File: src/rtl/rv_enc_pkg.sv
// rtl/rv_enc_pkg.sv - shared types, opcodes and immediate limits for the RV instruction encoder
package rv_enc_pkg;

  typedef enum logic [2:0] {
    IMM_I = 3'd0,
    IMM_S = 3'd1,
    IMM_B = 3'd2,
    IMM_J = 3'd3,
    IMM_U = 3'd4
  } imm_src_e;

  localparam logic [6:0] LOAD      = 7'b0000011;
  localparam logic [6:0] OP_IMM    = 7'b0010011;
  localparam logic [6:0] JALR      = 7'b1100111;
  localparam logic [6:0] OP_IMM_32 = 7'b0011011;
  localparam logic [6:0] STORE     = 7'b0100011;
  localparam logic [6:0] BRANCH    = 7'b1100011;
  localparam logic [6:0] JAL       = 7'b1101111;
  localparam logic [6:0] AUIPC     = 7'b0010111;
  localparam logic [6:0] LUI       = 7'b0110111;
  localparam logic [6:0] OP        = 7'b0110011;
  localparam logic [6:0] OP_32     = 7'b0111011;

  // Signed limits of the encodable immediates (B/J are byte offsets, even only)
  localparam int IMM12_MIN = -2048;
  localparam int IMM12_MAX = 2047;
  localparam int IMMB_MIN  = -4096;
  localparam int IMMB_MAX  = 4094;
  localparam int IMMJ_MIN  = -(1 << 20);
  localparam int IMMJ_MAX  = (1 << 20) - 2;

  // Fields captured by the check stage; src kept raw so unused codes survive
  typedef struct packed {
    logic [6:0]  op;
    logic [2:0]  src;
    logic [4:0]  rd;
    logic [4:0]  rs1;
    logic [4:0]  rs2;
    logic [2:0]  funct3;
    logic [6:0]  funct7;
    logic [31:0] imm;
    logic        is_r;
    logic        err;
  } s1_fields_t;

endpackage

File: src/rtl/instr_decoder.sv
// rtl/instr_decoder.sv - opcode to immediate-format decode
module instr_decoder
  import rv_enc_pkg::*;
(
  input  logic [6:0] i_op,
  output logic [2:0] o_imm_src,
  output logic       o_is_r
);

  // Map the major opcode to its immediate format; register-register ops flagged separately
  always_comb begin
    o_imm_src = IMM_I;
    o_is_r    = 1'b0;
    case (i_op)
      LOAD, OP_IMM, JALR, OP_IMM_32: o_imm_src = IMM_I;
      STORE:                         o_imm_src = IMM_S;
      BRANCH:                        o_imm_src = IMM_B;
      JAL:                           o_imm_src = IMM_J;
      AUIPC, LUI:                    o_imm_src = IMM_U;
      OP, OP_32:                     o_is_r    = 1'b1;
      default:                       o_imm_src = IMM_I;
    endcase
  end

endmodule

File: src/rtl/instr_encoder.sv
// rtl/instr_encoder.sv - two-stage valid/ready RV instruction word packer with field checks
module instr_encoder
  import rv_enc_pkg::*;
#(
  parameter int OP_WIDTH  = 7,
  parameter int OUT_WIDTH = 3,
  parameter int ERR_CNT_W = 8
) (
  input  logic                 clk,
  input  logic                 rst,
  input  logic                 i_valid,
  output logic                 o_ready,
  input  logic [OP_WIDTH-1:0]  i_op,
  input  logic [OUT_WIDTH-1:0] i_imm_src,
  input  logic [4:0]           i_rd,
  input  logic [4:0]           i_rs1,
  input  logic [4:0]           i_rs2,
  input  logic [2:0]           i_funct3,
  input  logic [6:0]           i_funct7,
  input  logic [31:0]          i_imm,
  output logic                 o_valid,
  input  logic                 i_ready,
  output logic [31:0]          o_instr,
  output logic                 o_err,
  output logic [ERR_CNT_W-1:0] o_err_cnt
);

  logic [2:0]         dec_src;
  logic               dec_is_r;
  logic signed [31:0] imm_s;
  logic               range_err;
  logic               src_err;

  logic               s1_valid_q, s1_valid_d;
  s1_fields_t         s1_q, s1_d;
  logic               s2_valid_q, s2_valid_d;
  logic [31:0]        instr_q, instr_d;
  logic               err_q, err_d;
  logic [ERR_CNT_W-1:0] err_cnt_q, err_cnt_d;

  logic               s1_ready, s1_load;
  logic               s2_ready, s2_load;
  logic [31:0]        packed_word;

  instr_decoder u_dec (
    .i_op      (i_op),
    .o_imm_src (dec_src),
    .o_is_r    (dec_is_r)
  );

  // Immediate range/alignment and format/opcode consistency checks on the incoming fields
  always_comb begin
    imm_s     = $signed(i_imm);
    range_err = 1'b0;
    case (i_imm_src)
      IMM_I, IMM_S: range_err = (imm_s < IMM12_MIN) || (imm_s > IMM12_MAX);
      IMM_B:        range_err = (imm_s < IMMB_MIN) || (imm_s > IMMB_MAX) || i_imm[0];
      IMM_J:        range_err = (imm_s < IMMJ_MIN) || (imm_s > IMMJ_MAX) || i_imm[0];
      IMM_U:        range_err = |i_imm[11:0];
      default:      range_err = 1'b1;
    endcase
    src_err = !dec_is_r && (i_imm_src != dec_src);
  end

  // Handshake: each stage accepts when empty or when the stage after it drains
  always_comb begin
    s2_ready   = !s2_valid_q || i_ready;
    s2_load    = s1_valid_q && s2_ready;
    s1_ready   = !s1_valid_q || s2_ready;
    s1_load    = i_valid && s1_ready;
    s1_valid_d = s1_load || (s1_valid_q && !s2_ready);
    s2_valid_d = s2_load || (s2_valid_q && !i_ready);
  end

  // Check stage: capture fields and the computed error flag on accept, else hold
  always_comb begin
    s1_d = s1_q;
    if (s1_load) begin
      s1_d.op     = i_op;
      s1_d.src    = i_imm_src;
      s1_d.rd     = i_rd;
      s1_d.rs1    = i_rs1;
      s1_d.rs2    = i_rs2;
      s1_d.funct3 = i_funct3;
      s1_d.funct7 = i_funct7;
      s1_d.imm    = i_imm;
      s1_d.is_r   = dec_is_r;
      s1_d.err    = range_err || src_err;
    end
  end

  // Pack stage: register-register ops by opcode, everything else by immediate format
  always_comb begin
    packed_word = 32'h0;
    if (s1_q.is_r) begin
      packed_word = {s1_q.funct7, s1_q.rs2, s1_q.rs1, s1_q.funct3, s1_q.rd, s1_q.op};
    end else begin
      case (s1_q.src)
        IMM_S: packed_word = {s1_q.imm[11:5], s1_q.rs2, s1_q.rs1, s1_q.funct3,
                              s1_q.imm[4:0], s1_q.op};
        IMM_B: packed_word = {s1_q.imm[12], s1_q.imm[10:5], s1_q.rs2, s1_q.rs1,
                              s1_q.funct3, s1_q.imm[4:1], s1_q.imm[11], s1_q.op};
        IMM_U: packed_word = {s1_q.imm[31:12], s1_q.rd, s1_q.op};
        IMM_J: packed_word = {s1_q.imm[20], s1_q.imm[10:1], s1_q.imm[11],
                              s1_q.imm[19:12], s1_q.rd, s1_q.op};
        default: packed_word = {s1_q.imm[11:0], s1_q.rs1, s1_q.funct3, s1_q.rd, s1_q.op};
      endcase
    end
  end

  // Output register loads from the pack stage and holds while downstream stalls
  always_comb begin
    instr_d = instr_q;
    err_d   = err_q;
    if (s2_load) begin
      instr_d = packed_word;
      err_d   = s1_q.err;
    end
  end

  // Saturating count of erroneous words that actually leave the encoder
  always_comb begin
    err_cnt_d = err_cnt_q;
    if (s2_valid_q && i_ready && err_q && (err_cnt_q != {ERR_CNT_W{1'b1}})) begin
      err_cnt_d = err_cnt_q + 1'b1;
    end
  end

  // State registers with synchronous reset discarding any in-flight words
  always_ff @(posedge clk) begin
    if (rst) begin
      s1_valid_q <= 1'b0;
      s1_q       <= '0;
      s2_valid_q <= 1'b0;
      instr_q    <= 32'h0;
      err_q      <= 1'b0;
      err_cnt_q  <= '0;
    end else begin
      s1_valid_q <= s1_valid_d;
      s1_q       <= s1_d;
      s2_valid_q <= s2_valid_d;
      instr_q    <= instr_d;
      err_q      <= err_d;
      err_cnt_q  <= err_cnt_d;
    end
  end

  assign o_ready   = s1_ready;
  assign o_valid   = s2_valid_q;
  assign o_instr   = instr_q;
  assign o_err     = err_q;
  assign o_err_cnt = err_cnt_q;

endmodule
File: config.mk
export PLATFORM = sky130hd
export DESIGN_NAME = instr_encoder
export DESIGN_NICKNAME = d
export VERILOG_FILES = /design/src/rtl/rv_enc_pkg.sv /design/src/rtl/instr_decoder.sv /design/src/rtl/instr_encoder.sv
export SDC_FILE = /design/constraint.sdc
export NUM_CORES = 1
export LEC_CHECK = 0
export CELL_PAD_IN_SITES_DETAIL_PLACEMENT = 0
export CELL_PAD_IN_SITES_GLOBAL_PLACEMENT = 1
export CORE_MARGIN = 3
export CORE_UTILIZATION = 32
export DETAILED_ROUTE_END_ITERATION = 16
export MAX_ROUTING_LAYER = met4
export PLACE_DENSITY_LB_ADDON = 0.3
export SKIP_LAST_GASP = 1
export SLEW_MARGIN = 40
export SYNTH_ARGS = -nofsm -noshare
export SYNTH_HDL_FRONTEND = slang
export SYNTH_HIERARCHICAL = 1
export SYNTH_SLANG_ARGS = --single-unit
File: constraint.sdc
create_clock -name clk -period 1.75 [get_ports clk]
set_input_delay 0.525 -clock clk [delete_from_list [all_inputs] [get_ports clk]]
set_output_delay 0.525 -clock clk [all_outputs]
set_load 0.01 [all_outputs]
Word level (Yosys, flattened, before mapping) --
Cells that the tools add are included.
Operators by class: $lt $le $gt $ge 6, add/sub/neg operators 1, reductions and logical operators 28, equality and inequality tests 17, mux-type cells 5
Operators with widths (number):
- $pmux 32 s4 | 1
- $gt 32x12->1 const B | 1
- $gt 32x13->1 const B | 1
- $gt 32x21->1 const B | 1
- $lt 32x12->1 const B | 1
- $lt 32x13->1 const B | 1
- $lt 32x21->1 const B | 1
- $mux 32 | 1
- $eq 7x6->1 const B | 4
- $eq 7x7->1 const B | 2
- $eq 3x2->1 const B | 4
- $pmux 3 s4 | 1
- $reduce_or 12->1 | 1
- $logic_or 1x1->1 | 10
- $add 8x1->8 const B | 1
- $logic_and 1x1->1 | 8
- $ne 8x8->1 const B | 1
- $eq 7x5->1 const B | 1
- $eq 3x1->1 const B | 2
- $eq 3x3->1 const B | 2
- $reduce_or 2->1 | 3
- $logic_not 1->1 | 5
- $pmux 1 s4 | 1
- $logic_not 3->1 | 1
- other kinds (2) | 2
Storage, ports and cells: word-level logic and storage cells 72, bits in registers 112

Depth between registers and ports, before layout --
Gate-level depths: netlist (run 1).
word-level depth 6, gate-level depth with buffers 8

Cells and area by module --
The synthesis (run 1) kept the hierarchy.
Modules (own cells, without submodules):
- instr_encoder | instances 1, cells each 590, area an instance 4688.2 um^2
- instr_decoder | instances 1, cells each 9, area an instance 71.3 um^2

Worst setup path before layout (run 1) --
OpenSTA, ideal clock, no wires.
kind input port to flip-flop, start point in i_op[5], end point reg s1_q[0] (netlist bit), setup slack -0.081 ns, path buffers 0, arrival time 1.700 ns, library setup time 0.131 ns, data required time 1.619 ns, stages 7, cell sequence nand3_1 nor4b_1 nor2_1 nor3_1 a41oi_1 nor4_1 o32ai_1
On the way: word-level cells in the longest chain between the ends 6, elaborated cells between the ends (all ways) 15, those cells by class 8 x eq/ne; 2 x mux; 5 x reduce/logical
RTL lines:
- start, declared | line instr_encoder.sv:13 | input logic [OP_WIDTH-1:0] i_op,
- $eq 7x6->1 | line instr_decoder.sv:14 | case (i_op)
- $reduce_or 2->1 (*) | line instr_decoder.sv:14
- $mux 1 (*) | line instr_decoder.sv:14
- named net dec_is_r | line instr_encoder.sv:29 | logic dec_is_r;
- $logic_not 1->1 (*) | line instr_encoder.sv:62 | src_err = !dec_is_r && (i_imm_src != dec_src);
- $logic_and 1x1->1 (*) | line instr_encoder.sv:62
- $logic_or 1x1->1 (*) | line instr_encoder.sv:88 | s1_d.err = range_err || src_err;
- end signal, assigned | line instr_encoder.sv:133 | s1_q <= '0;
- end signal, assigned | line instr_encoder.sv:140 | s1_q <= s1_d;
- end, declared | line instr_encoder.sv:35 | s1_fields_t s1_q, s1_d;
Mark *: on every way through the listed nets, which the timed path passes. The rest lies on a longest branch. A chain may end at the register's enable or synchronous reset.

Worst setup path in the final report (run 1) --
start point in i_imm[17], end point reg s1_q[0] (netlist bit)
On the way: word-level cells in the longest chain between the ends 5, elaborated cells between the ends (all ways) 13, those cells by class 6 x order compare; 1 x mux; 6 x reduce/logical
RTL lines:
- start, declared | line instr_encoder.sv:20 | input logic [31:0] i_imm,
- $lt 32x21->1, or another cell as far along | line instr_encoder.sv:58 | IMM_J: range_err = (imm_s < IMMJ_MIN) || (imm_s > IMMJ_MAX) || i_imm[0];
- $logic_or 1x1->1, on equally long branches (2 in series) | line instr_encoder.sv:58, instr_encoder.sv:57
- $pmux 1 s4 (*) | line instr_encoder.sv:55 | case (i_imm_src)
- $logic_or 1x1->1 (*) | line instr_encoder.sv:88
Every way passes the cells marked *; elsewhere a longest branch is shown, timed or not.

==> Implementation_results.wiki, run 1 <==
{| class="wikitable"
! Metric !! Value
|-
| Setup repair after global routing missed its margin || true
|-
| Worst-skew pair later-pin latency || between 0.3 and 0.4 ns
|-
| Comb pwr share || around 15%
|-
| Iter 0 DRT Violations || around 290
|-
| Via-to-Cell Ratio || 4.97
|-
| Post-detailed-route wirelength per cell || about 15 um
|-
| Number of setup violations in the final report || 1
|-
| Die height || roughly 130 um
|-
| TritonCTS clock tree || built
|-
| Internal power component || a little over 4000 uW
|-
| Switching portion of total power || between 20% and 30%
|-
| Total number of yosys warnings || 6
|-
| Count of buffer and inverter cells on the critical path || 3
|-
| CP Cell Sequence || dlygate4sd2_1 -> buf_4 -> nand4_1 -> nor3_4 -> buf_4 -> a2111oi_4 -> nor4_2 -> o32ai_2
|-
| Timing-limited maximum frequency || approximately 550 MHz
|-
| Max-capacitance violation count || 0
|-
| CP Max Fanout || 2
|-
| Final routed DRC violation total || 0
|-
| Switch Pwr || approximately 1500 uW
|-
| Post-layout minimum cycle time || 1.81 ns
|-
| Share of post-route cells with drive strength above 1 || 19.3%
|-
| Final HPWL from detailed placement || 10.4 mm
|-
| Maximum number of pins on one net before global-route repair || 54
|-
| Overall Power || about 5500 uW
|-
| Starting density of the core || approximately 34%
|-
| Total Wirelength || roughly 14 mm
|-
| Crit Path Class || input pin to register
|-
| Number of synthesized flops with an enable pin || 0
|-
| Max-slew headroom at the worst pin || approximately three quarters
|-
| DRT antenna net count || 0
|-
| Area taken by flip-flops and latches || about 2200 um^2
|-
| Worst Path Arrival || between 2 and 2.5 ns
|-
| Worst Max-Slew Pin Slew || approximately 0.40 ns
|-
| Slew Limit Fails || 0
|-
| Final worst setup slack || -0.0611 ns
|-
| Post-Synthesis Net Count || around 670
|-
| Width of the chip || 128 um
|-
| Routability congestion estimate || between 0.8 and 0.9
|-
| Via count || approximately 4600
|-
| Syn-to-layout area delta || 45.7%
|-
| Number of global-route vias before repair || 4502
|-
| Initial DRT Pass Iterations || 5
|-
| Static leakage || about 0.0028 uW
|-
| Part of the Yosys area used for sequential elements || approximately 47%
|-
| Worst Reg2Reg Path Length in Cells || 7
|-
| Ratio of final minimum period to clock period || 103%
|-
| Area enclosed by the die boundary || between 15000 and 20000 um^2
|-
| Summed instance area of the synthesized netlist || between 4000 and 5000 um^2
|-
| Remaining global-route overflow || 0
|-
| Area of combinational cells with multiple inputs || about 2600 um^2
|-
| Max rail drop VDD || approximately 0.46 mV
|-
| Core area || 14200 um^2
|-
| Sinks on the clock net || around 110
|-
| Inserted Clock Buffers || 9
|-
| Rows || 43
|-
| Relative contribution of the clock network to total power || around 34%
|-
| Worst Clk Skew || ~0.0066 ns
|-
| Most used cell along the critical path || sky130_fd_sc_hd__buf_4
|-
| Total of buffers placed on input and output ports || roughly 110
|-
| Number of H-tree levels || 3
|-
| Wire length of the first global-routing pass || 22.7 mm
|-
| Place WS || -0.767 ns
|-
| Hold buffers post-CTS || 0
|-
| Clock Tree Buf Depth || 2
|-
| PD cells || 795 nW/um^2
|-
| Antenna violations before repair || 0
|-
| CTS Root Cell || sky130_fd_sc_hd__clkbuf_16
|-
| Fill cell instance count of the final layout || 1435
|-
| Hold Violations, Final || 0
|-
| Synthesis-stage register bit count || 112
|-
| Worst-path clk slew || 0.07 ns
|-
| Slowest stage delay, CP || between 0.4 and 0.5 ns
|-
| Worst Setup End Kind || register
|-
| Avg Synthesized Cell Area || ~7.9 um^2
|-
| Diodes inserted || 0
|-
| Count of cell instances traversed by the critical path || 8
|-
| Run status || complete, but fails checks
|-
| Setup tns final || -0.0611 ns
|-
| Number of standard cells after synthesis || between 500 and 600
|-
| CP startpoint kind || input pin
|-
| Netlist cell types || 53
|-
| Layout net count || 818
|-
| Top FF cell, synth || sky130_fd_sc_hd__dfxtp_1
|-
| Total I/O pin count || ~110
|-
| Share of flip-flops with an asynchronous set or reset || 0%
|-
| Total GRT Usage || between 15 and 20%
|-
| Instance count along the most critical hold path || 2
|-
| Critical path's slowest cell || sky130_fd_sc_hd__a2111oi_4
|-
| Violated checks || setup timing
|-
| Required time at the worst-slack endpoint || roughly 2 ns
|-
| Sequential fraction of design power || roughly half
|-
| HP Class || register to register
|-
| Largest delay contributor family on the critical path || compound AO/OA/AOI/OAI gates
|}
==> worst register-to-register path: cells and delay by family, from the launching register on <==
family          cells  cell delay [ns]
compound gates      1             0.21
fa+ha+maj           1             0.20
xor+xnor            1             0.11
simple gates        4             0.66
flops               1             0.34
==> final cells by class <==
| type | instances | area share [%] |
|---|---|---|
| Timing Repair Buffer | 177 | 23.0 |
| Inverter | 2 | 0.108 |
| Sequential cell | 112 | 32.4 |
| Tap cell | 180 | 3.25 |
| Clock buffer | 10 | 3.30 |
| Multi-Input combinational cell | 444 | 37.4 |
| Clock inverter | 5 | 0.487 |
==> final timing paths <==
path	start	endpoint	slack [ns]
setup / recovery	i_imm[17]	s1_q[0]$_SDFFE_PP0P_	-0.06
hold / removal	s1_q[66]$_SDFFE_PP0P_	o_instr[4]$_SDFFE_PP0P_	0.45
setup reg to reg	o_err_cnt[1]$_SDFFE_PP0P_	o_err_cnt[5]$_SDFFE_PP0P_	0.11
hold reg to reg	s1_q[66]$_SDFFE_PP0P_	o_instr[4]$_SDFFE_PP0P_	0.45
==> stage by stage <==
step / hold slack [ns] / instance area [um^2] / util [%] / std cells
5_1_grt: 0.468 / 6930 / 48.8 / 930
3_3_place_gp: 0.440 / 6490 / 45.7 / 909
6_report: 0.449 / 6930 / 48.8 / 930
3_5_place_dp: 0.442 / 6490 / 45.7 / 909
2_1_floorplan: 0.432 / 4770 / - / 599
4_1_cts: 0.453 / 6860 / 48.3 / 927
==> power groups by stage <==
stage	Combinational [uW]	Clock, uW	Sequential [uW]
final	850	1900	2760
after global routing	938	2040	2780
after CTS	845	1940	2760
after detailed placement	862	0	2820
after global placement	854	0	2820
after floorplan	374	0	2810
==> cell usage in the layout, fill, tap and decap left out, types with 3 or more instances in the layout <==
cell type / n
sky130_fd_sc_hd__a211oi_1: 14
sky130_fd_sc_hd__xor2_1: 5
sky130_fd_sc_hd__nand2_2: 3
sky130_fd_sc_hd__nor2_1: 36
sky130_fd_sc_hd__nor4_4: 5
sky130_fd_sc_hd__clkdlybuf4s50_1: 40
sky130_fd_sc_hd__clkbuf_2: 11
sky130_fd_sc_hd__nor3_1: 5
sky130_fd_sc_hd__buf_4: 56
sky130_fd_sc_hd__nand2_1: 179
sky130_fd_sc_hd__dlygate4sd2_1: 46
sky130_fd_sc_hd__buf_2: 3
sky130_fd_sc_hd__xnor2_1: 5
sky130_fd_sc_hd__buf_12: 8
sky130_fd_sc_hd__clkdlybuf4s15_1: 5
sky130_fd_sc_hd__clkdlybuf4s15_2: 5
sky130_fd_sc_hd__mux2i_1: 20
sky130_fd_sc_hd__nor4_2: 5
sky130_fd_sc_hd__nand4_1: 8
sky130_fd_sc_hd__nand3_1: 3
sky130_fd_sc_hd__dfxtp_1: 107
sky130_fd_sc_hd__a221o_1: 4
sky130_fd_sc_hd__clkbuf_16: 9
sky130_fd_sc_hd__a21oi_1: 94
sky130_fd_sc_hd__o21ai_0: 11
sky130_fd_sc_hd__dfxtp_2: 5
sky130_fd_sc_hd__nor3_2: 3
==> synth_stat cells, types with 2 or more instances <==
library cell | n | area, um^2
sky130_fd_sc_hd__or3_1 | 3 | 18.8
sky130_fd_sc_hd__nor4_1 | 10 | 62.6
sky130_fd_sc_hd__dfxtp_1 | 112 | 2240
sky130_fd_sc_hd__and2_1 | 2 | 12.5
sky130_fd_sc_hd__a211oi_1 | 14 | 105
sky130_fd_sc_hd__nand3_1 | 5 | 25.0
sky130_fd_sc_hd__and3_1 | 2 | 12.5
sky130_fd_sc_hd__buf_2 | 11 | 55.1
sky130_fd_sc_hd__nand4_1 | 8 | 50.1
sky130_fd_sc_hd__nor4b_1 | 2 | 17.5
sky130_fd_sc_hd__a21oi_1 | 94 | 470
sky130_fd_sc_hd__mux2i_1 | 20 | 200
sky130_fd_sc_hd__nor2_1 | 36 | 135
sky130_fd_sc_hd__buf_1 | 5 | 18.8
sky130_fd_sc_hd__and4_1 | 2 | 17.5
sky130_fd_sc_hd__nand2b_1 | 2 | 12.5
sky130_fd_sc_hd__nand2_1 | 181 | 679
sky130_fd_sc_hd__xor2_1 | 5 | 43.8
sky130_fd_sc_hd__xnor2_1 | 5 | 43.8
sky130_fd_sc_hd__or2b_1 | 2 | 15.0
sky130_fd_sc_hd__o21ai_0 | 11 | 55.1
sky130_fd_sc_hd__a221o_1 | 4 | 40.0
sky130_fd_sc_hd__a211oi_2 | 2 | 25.0
sky130_fd_sc_hd__nor3_1 | 9 | 45.0
sky130_fd_sc_hd__inv_1 | 2 | 7.51
sky130_fd_sc_hd__clkbuf_1 | 23 | 86.3
==> registers in the layout (all words and copies together) (netlist names) <==
name        flops
s1_q           69
o_err_cnt       8
s1_valid_q      1
o_valid         1
o_instr        32
o_err           1
==> repair_timing <==
item | CTS | global route
setup endpoints to repair | 87 | 16
cloned | 0 | 0
buffers inserted | 3 | 3
resized for setup | 118 | 45
pin swaps | 23 | 22
==> logic make-up (layout without fill, tap and decap cells) <==
family	count (synthesis)	after routing	share of synthesized area (%)
AOI/OAI and AO/OA	138	138	17.2
xor gates and xnor gates	10	10	1.84
adders and majority gates	1	1	0.263
buffers and inverters	43	194	3.92
DFF	112	112	47.1
muxes	21	21	4.44
and+or+nand+nor	274	274	25.2
==> per-layer routing <==
| metal | part of all wire (%) | wire length, um | vias up | track usage [%] |
|---|---|---|---|---|
| met1 | 46 | 6430 | 2144 | 23.4 |
| met2 | 48 | 6740 | 117 | 28.6 |
| li1 | - | - | 2345 | - |
| met4 | 1.5 | 214 | 0 | 5.74 |
| met3 | 4.9 | 694 | 17 | 2.21 |
| met5 | 0 | 0 | - | - |
Power figures use the tool's default switching activity.
==> run 2: changes to the inputs <==
CORE_MARGIN = 5   (was 3)
==> run 2 against run 1 <==
Compared with the run above:
- the run still ends with setup timing left
- highest routed layer unchanged
- fmax decreased by 0.26%
- core utilization fell by 1.0 points
- worst hold slack gained 0.0043 ns
- largest power group unchanged
==> Implementation_results.wiki, run 2 (synthesized netlist as in run 1, its figures left out) <==
{| class="wikitable"
! Metric !! Value
|-
| Run status || complete, but fails checks
|-
| Violated checks || setup timing
|-
| Post-route insts no fill || 944 (+1.5%)
|-
| Inserted Clock Buffers || 9 (unchanged)
|-
| Total length of routed met3 wires || 776 um (+12%)
|-
| Worst-path clk slew || 0.07 ns (about the same)
|-
| DRT antenna net count || 0 (unchanged)
|-
| Relative contribution of the clock network to total power || 38.6% (+4.2 points)
|-
| Area of combinational cells with multiple inputs || 2530 um^2 (-2.4%)
|-
| Place WS || -0.712 ns (+0.0545 ns)
|-
| Final routed DRC violation total || 0 (unchanged)
|-
| Share of post-route cells with drive strength above 1 || 18.2% (-1.2 points)
|-
| Wire length of the first global-routing pass || 23.0 mm (+1.1%)
|-
| Minimum hold slack || 0.453 ns (+0.00429 ns)
|-
| Internal power component || 4460 uW (+9.9%)
|-
| Core area || 14500 um^2 (+2.3%)
|-
| Number of global-route vias before repair || 4644 (+3.2%)
|-
| Total Wirelength || 14.2 mm (+0.99%)
|-
| Switching portion of total power || 23.9% (-2.5 points)
|-
| Routability congestion estimate || 0.848 (+1.9%)
|-
| CTS Root Cell || sky130_fd_sc_hd__clkbuf_16
|-
| Instance count after placement with tap cells included || 921 (+1.3%)
|-
| CP startpoint kind || input pin
|-
| Number of setup violations in the final report || 1 (unchanged)
|-
| Hold buffers post-CTS || 0 (unchanged)
|-
| Switch Pwr || 1400 uW (-3.9%)
|-
| Leading cell type in the layout, fill and taps excluded || sky130_fd_sc_hd__nand2_1
|-
| Total GRT Usage || 16.5% (-1.3 points)
|-
| Post-layout minimum cycle time || 1.82 ns (+0.00468 ns)
|-
| Worst Setup End Kind || register
|-
| Total met2 wirelength after detailed routing || 6.69 mm (-0.71%)
|-
| Crit Path Class || input pin to register
|-
| Width of the chip || 132 um (+3.1%)
|-
| Iter 0 DRT Violations || 218 (-24%)
|-
| Cell Area, Placed || 6490 um^2 (about the same)
|-
| Final worst setup slack || -0.0658 ns (-0.00468 ns)
|-
| Antenna violations before repair || 0 (unchanged)
|-
| Number of H-tree levels || 3 (unchanged)
|-
| Remaining global-route overflow || 0 (unchanged)
|-
| Timing-limited maximum frequency || 551 MHz (-0.26%)
|-
| Slew Limit Fails || 0 (unchanged)
|-
| Final HPWL from detailed placement || 10.8 mm (+4.3%)
|-
| Worst Path Arrival || 2.04 ns (-0.03 ns)
|-
| Cell area after layout || 6940 um^2 (+0.13%)
|-
| Area enclosed by the die boundary || 17400 um^2 (+6.3%)
|-
| Die height || 132 um (+3.1%)
|-
| CP Max Fanout || 3 (+1)
|-
| Layout net count || 827 (+1.1%)
|-
| Worst Clk Skew || 0.00644 ns (-0.000171 ns)
|-
| Starting density of the core || 32.7% (-0.76 points)
|-
| Max-capacitance violation count || 0 (unchanged)
|-
| Final core utilization || 47.8% (-1.0 points)
|-
| Static leakage || 0.00288 uW (+2.5%)
|-
| Commonest non-fill, non-tap cells in the layout || sky130_fd_sc_hd__nand2_1, sky130_fd_sc_hd__dfxtp_1, sky130_fd_sc_hd__a21oi_1
|-
| Area taken by flip-flops and latches || 2240 um^2 (-0.22%)
|-
| Via count || 4674 (+1.1%)
|-
| Via-to-Cell Ratio || 4.95 (-0.40%)
|-
| Flip-flop count of the largest register, all copies and words added || 69 (unchanged)
|-
| Maximum number of pins on one net before global-route repair || 38 (-30%)
|-
| Max-slew headroom at the worst pin || 72.7% (-0.86 points)
|-
| Max rail drop VDD || 0.510 mV (+11%)
|-
| Syn-to-layout area delta || 45.8%
|-
| HP Class || register to register
|-
| TritonCTS clock tree || built
|-
| Top Layer Used || met4
|-
| Total I/O pin count || 114 (unchanged)
|-
| Required time at the worst-slack endpoint || 1.97 ns (-0.04 ns)
|-
| Worst Max-Slew Pin Slew || 0.409 ns (+0.0128 ns)
|-
| Worst-skew pair later-pin latency || 0.35 ns (about the same)
|-
| PD cells || 843 nW/um^2 (+6.1%)
|-
| Fill cell instance count of the final layout || 1451 (+1.1%)
|-
| Clock Tree Buf Depth || 2 (unchanged)
|-
| Hold Violations, Final || 0 (unchanged)
|-
| Total of buffers placed on input and output ports || 113 (unchanged)
|-
| Ratio of final minimum period to clock period || 104% (+0.27 points)
|-
| Initial DRT Pass Iterations || 4 (-1)
|-
| Rows || 44 (+2.3%)
|-
| Setup repair after global routing missed its margin || true
|-
| Register with the highest flop count || s1_q
|-
| Sinks on the clock net || 112 (unchanged)
|-
| Post-detailed-route wirelength per cell || 15.1 um (-0.50%)
|-
| Met1 Routed Length || 6.47 mm (+0.67%)
|-
| Comb pwr share || 14.2% (-1.2 points)
|-
| Sequential fraction of design power || 47.2% (-3.0 points)
|-
| Diodes inserted || 0 (unchanged)
|}
## run 2: changes by cell type in the layout (fill, tap and decap cells not counted), moves of 4 or more
cell	previous run	this run
sky130_fd_sc_hd__dlygate4sd2_1	46	54
sky130_fd_sc_hd__dfxtp_2	5	1
sky130_fd_sc_hd__buf_12	8	3
sky130_fd_sc_hd__dfxtp_1	107	111
sky130_fd_sc_hd__clkdlybuf4s15_2	5	1
sky130_fd_sc_hd__buf_4	56	70
## run 2: layer usage
metal  up-vias  track usage [%]
met2       124             25.7
met4         0             6.23
met5         -                -
li1       2366                -
met3        17             3.32
met1      2167             21.1
## run 2: layout make-up
cell class	instances	share of cell area, %
flip-flops and latches	112	32.3
repair buffers	186	23.0
clock buffers	14	3.95
clock inverters	2	0.865
inverters	2	0.108
multi-input cells	444	36.4
well taps	184	3.32
## run 2: metrics by stage
stage	total power, uW	setup TNS, ns
after floorplan	3190	-0.0195
after global placement	3670	-32.19
after detailed placement	3680	-35.35
after CTS	5920	-0.144
after global routing	6120	-0.104
final	5850	-0.0658
## run 2: critical path, cell delays in order
cell	delay, ns
sky130_fd_sc_hd__clkdlybuf4s15_2	0.24
sky130_fd_sc_hd__nand4_1	0.11
sky130_fd_sc_hd__or3_4	0.40
sky130_fd_sc_hd__nor3_4	0.15
sky130_fd_sc_hd__buf_4	0.15
sky130_fd_sc_hd__a2111oi_4	0.07
sky130_fd_sc_hd__nor4_1	0.28
sky130_fd_sc_hd__o32ai_1	0.10
## run 2: worst paths after layout
check | startpoint | endpoint | slack [ns] | cells past startpoint
hold / removal | o_instr[28]$_SDFFE_PP0P_ | o_instr[28]$_SDFFE_PP0P_ | 0.45 | 2
setup reg to reg | o_err_cnt[1]$_SDFFE_PP0P_ | o_err_cnt[5]$_SDFFE_PP0P_ | 0.09 | 7
hold reg to reg | o_instr[28]$_SDFFE_PP0P_ | o_instr[28]$_SDFFE_PP0P_ | 0.45 | 2
setup / recovery | i_imm[26] | s1_q[0]$_SDFFE_PP0P_ | -0.07 | 8
## run 2: power by group through the flow
stage | registers [uW] | logic [uW] | clock network [uW]
after floorplan | 2810 | 374 | 0
after global placement | 2820 | 848 | 0
after detailed placement | 2820 | 861 | 0
after CTS | 2760 | 836 | 2320
after global routing | 2780 | 914 | 2430
final | 2760 | 833 | 2260
## run 2: what timing repair did
action | CTS | global route
resized for setup | 104 | 29
setup endpoints to repair | 65 | 5
setup buffers | 5 | 2
pin swaps | 23 | 15
==> run 3: changes to the inputs <==
SYNTH_HIERARCHICAL = unset   (was 1)
==> run 3 against run 2 <==
Compared with the run above:
- the run now ends clean
- first-iteration DRC count decreased by 9.6%
- sequential power about the same
- total power decreased by 4.7%
- worst hold slack about the same
- critical path depth decreased by 2
- count of clock-buffer cells in the layout decreased by 5
- non-clock buffer count decreased by 3
==> Implementation_results.wiki, run 3 <==
{| class="wikitable"
! Metric !! Value
|-
| Worst Reg2Reg Path Length in Cells || 6 (-1)
|-
| Area enclosed by the die boundary || 17600 um^2 (+1.0%)
|-
| Final core utilization || 47.5% (-0.27 points)
|-
| DRT antenna net count || 0 (unchanged)
|-
| Minimum hold slack || 0.453 ns (-0.000112 ns)
|-
| Sinks on the clock net || 112 (unchanged)
|-
| Worst Max-Slew Pin Slew || 0.370 ns (-0.0387 ns)
|-
| Number of synthesized flops with an enable pin || 0 (unchanged)
|-
| Die height || 133 um (+0.52%)
|-
| Leading cell type in the layout, fill and taps excluded || sky130_fd_sc_hd__nand2_1
|-
| Total length of routed met3 wires || 574 um (-26%)
|-
| Final HPWL from detailed placement || 10.9 mm (+0.47%)
|-
| Via-to-Cell Ratio || 4.90 (-1.1%)
|-
| Final worst setup slack || 0.0581 ns (+0.124 ns)
|-
| Iter 0 DRT Violations || 197 (-9.6%)
|-
| Number of H-tree levels || 3 (unchanged)
|-
| Commonest non-fill, non-tap cells in the layout || sky130_fd_sc_hd__nand2_1, sky130_fd_sc_hd__dfxtp_1, sky130_fd_sc_hd__a21oi_1
|-
| Reg2Reg Capture Point || o_err_cnt[1]$_SDFFE_PP0P_
|-
| Worst Path Arrival || 1.91 ns (-0.13 ns)
|-
| Share of post-route cells with drive strength above 1 || 14.6% (-3.5 points)
|-
| Setup repair after global routing missed its margin || false
|-
| Post-detailed-route wirelength per cell || 15.0 um (about the same)
|-
| Flip-flop count of the largest register, all copies and words added || 69 (unchanged)
|-
| Total number of yosys warnings || 0 (-6)
|-
| Number of standard cells after synthesis || 610 (+1.8%)
|-
| Inserted Clock Buffers || 9 (unchanged)
|-
| Remaining global-route overflow || 0 (unchanged)
|-
| TritonCTS clock tree || built
|-
| Total GRT Usage || 16.6% (+0.15 points)
|-
| Slew Limit Fails || 0 (unchanged)
|-
| Met1 Routed Length || 6.68 mm (+3.3%)
|-
| Worst Clk Skew || 0.00811 ns (+0.00166 ns)
|-
| Max-capacitance violation count || 0 (unchanged)
|-
| Cell types with the largest area share after synthesis || sky130_fd_sc_hd__dfxtp_1, sky130_fd_sc_hd__nand2_1, sky130_fd_sc_hd__a21oi_1
|-
| Width of the chip || 133 um (+0.52%)
|-
| Post-layout minimum cycle time || 1.69 ns (-0.124 ns)
|-
| HP Class || register to register
|-
| CP Max Fanout || 3 (unchanged)
|-
| Cell area after layout || 6960 um^2 (+0.20%)
|-
| Synth top area share || 46.6% (-0.53 points)
|-
| Number of setup violations in the final report || 0 (-1)
|-
| Core area || 14600 um^2 (+0.76%)
|-
| Wire length of the first global-routing pass || 23.1 mm (+0.33%)
|-
| Ratio of final minimum period to clock period || 96.7% (-7.1 points)
|-
| Last element of the critical path || s1_q[0]$_SDFFE_PP0P_
|-
| Netlist cell types || 48 (-9.4%)
|-
| Total Wirelength || 14.3 mm (+0.57%)
|-
| Crit Path Class || input pin to register
|-
| Via count || 4652 (-0.47%)
|-
| Total I/O pin count || 114 (unchanged)
|-
| Total met2 wirelength after detailed routing || 6.75 mm (+0.87%)
|-
| Summed instance area of the synthesized netlist || 4810 um^2 (+1.1%)
|-
| Syn-to-layout area delta || 44.5%
|-
| CTS Root Cell || sky130_fd_sc_hd__clkbuf_16
|-
| Final routed DRC violation total || 0 (unchanged)
|-
| Max-slew headroom at the worst pin || 75.0% (+2.3 points)
|-
| Post-Synthesis Net Count || 682 (+1.6%)
|-
| Worst Setup End Kind || register
|-
| Static leakage || 0.00302 uW (+5.0%)
|-
| Part of the Yosys area used for sequential elements || 46.6% (-0.53 points)
|-
| FF-to-FF Start || o_err_cnt[0]$_SDFFE_PP0P_
|-
| Cell Area, Placed || 6590 um^2 (+1.5%)
|-
| CP Cell Sequence || clkdlybuf4s50_1 -> xor2_1 -> nor4b_1 -> a211o_1 -> o31ai_2 -> o211ai_1
|-
| PD cells || 802 nW/um^2 (-4.9%)
|-
| Required time at the worst-slack endpoint || 1.97 ns (about the same)
|-
| Place WS || -0.548 ns (+0.165 ns)
|-
| Worst-path clk slew || 0.07 ns (about the same)
|-
| Register with the highest flop count || s1_q
|-
| Run status || completed
|-
| Hold buffers post-CTS || 0 (unchanged)
|-
| Slowest stage delay, CP || 0.52 ns (+0.12 ns)
|-
| Overall Power || 5580 uW (-4.7%)
|-
| Rows || 44 (unchanged)
|-
| Top Layer Used || met4
|-
| Critical path's slowest cell || sky130_fd_sc_hd__clkdlybuf4s50_1
|-
| Layout net count || 832 (+0.60%)
|-
| Timing-limited maximum frequency || 591 MHz (+7.3%)
|-
| Hold Violations, Final || 0 (unchanged)
|-
| Leading post-synthesis cells by instance count || sky130_fd_sc_hd__nand2_1, sky130_fd_sc_hd__dfxtp_1, sky130_fd_sc_hd__a21oi_1
|-
| Cell with the most instances after synthesis || sky130_fd_sc_hd__nand2_1
|-
| Total of buffers placed on input and output ports || 113 (unchanged)
|-
| Setup crit start || i_op[2]
|-
| CP startpoint kind || input pin
|-
| Maximum number of pins on one net before global-route repair || 81 (+110%)
|-
| Worst-skew pair later-pin latency || 0.35 ns (about the same)
|-
| Top FF cell, synth || sky130_fd_sc_hd__dfxtp_1
|-
| Antenna violations before repair || 1 (+1)
|-
| Number of global-route vias before repair || 4537 (-2.3%)
|-
| Synthesis-stage register bit count || 112 (unchanged)
|-
| Avg Synthesized Cell Area || 7.89 um^2 (-0.69%)
|-
| Most area-hungry cell type in the Yosys netlist || sky130_fd_sc_hd__dfxtp_1
|-
| Flop2flop setup slack || 0.14 ns (+0.05 ns)
|-
| Share of flip-flops with an asynchronous set or reset || 0% (unchanged)
|-
| Clock Tree Buf Depth || 2 (unchanged)
|-
| Max rail drop VDD || 0.442 mV (-13%)
|-
| Initial DRT Pass Iterations || 4 (unchanged)
|-
| Routability congestion estimate || 0.848 (about the same)
|-
| Starting density of the core || 32.9% (+0.12 points)
|}
==> run 3: cell count changes in the layout (fill, tap and decap cells not counted), sizes merged, moves of 3 or more <==
cell	delta
a21oi	+4
clkbuf	-17
clkdlybuf4s15	-4
clkdlybuf4s50	-9
clkinvlp	+3
dlymetal6s2s	+25
inv	+6
nand2	-4
==> run 3: how the worst min path moves through the flow <==
stage	start	endpoint	depth (start not counted)	slack [ns]
floorplan	s1_q[0]$_SDFFE_PP0P_	o_err$_SDFFE_PP0P_	2	0.43
global placement	s1_q[63]$_SDFFE_PP0P_	o_instr[1]$_SDFFE_PP0P_	2	0.44
detailed placement	s1_q[31]$_SDFFE_PP0P_	s1_q[31]$_SDFFE_PP0P_	2	0.45
CTS	o_instr[7]$_SDFFE_PP0P_	o_instr[7]$_SDFFE_PP0P_	2	0.45
global route	o_instr[4]$_SDFFE_PP0P_	o_instr[4]$_SDFFE_PP0P_	2	0.47
finish	o_instr[4]$_SDFFE_PP0P_	o_instr[4]$_SDFFE_PP0P_	2	0.45
==> run 3: cell families (layout without fill, tap and decap cells) <==
kind of cell               Yosys count  count (layout)  synth area share (%)
and+or+nand+nor                    274             274                  25.2
muxes                               19              19                  3.95
DFF                                112             112                  46.6
AOI/OAI and AO/OA                  144             144                  17.4
adders and majority gates            1               1                 0.260
xor gates and xnor gates            10              10                  1.82
other                                0               1                     0
buffers and inverters               50             205                  4.73
==> run 3: layer usage <==
metal  vias to the layer above  GRT usage [%]
met2                        95           26.3
met1                      2150           21.3
li1                       2387              -
met5                         -              -
met3                        20           3.08
met4                         0           6.12
==> run 3: metrics by stage <==
step / cells / setup TNS (ns)
after floorplan: 610 / 0
after global placement: 932 / -26.16
after detailed placement: 932 / -28.27
after CTS: 948 / -0.0421
after global routing: 950 / 0
final: 950 / 0
==> run 3: power breakdown <==
group | leakage [uW] | switching (uW) | internal [uW] | total [uW]
clock | 0.000130 | 972 | 981 | 1950
combinational | 0.00197 | 427 | 435 | 862
sequential | 0.000921 | 84.2 | 2680 | 2760
total | 0.00302 | 1480 | 4100 | 5580
==> run 3: worst max-delay path: cells and delay by family <==
family                 cells  cell delay, ns
buffers and inverters      1            0.52
AO/OA/AOI/OAI              3            0.61
XOR/XNOR                   1            0.17
AND/OR/NAND/NOR            1            0.09
==> run 3: final cells by class <==
class                   instances  area, um^2
diodes                          1        2.50
clock buffers                   9         225
clock inverters                 7        56.3
fillers                      1498        7690
inverters                       6        22.5
multi-input cells             448        2420
flip-flops and latches        112        2250
well taps                     184         230
repair buffers                183        1750
==> run 3: timing repair <==
item / 4_1_cts / 5_1_grt
pin swaps: 8 / 16
gates resized for setup: 73 / 32
setup endpoints to repair: 47 / 20
buffers inserted: 0 / 1
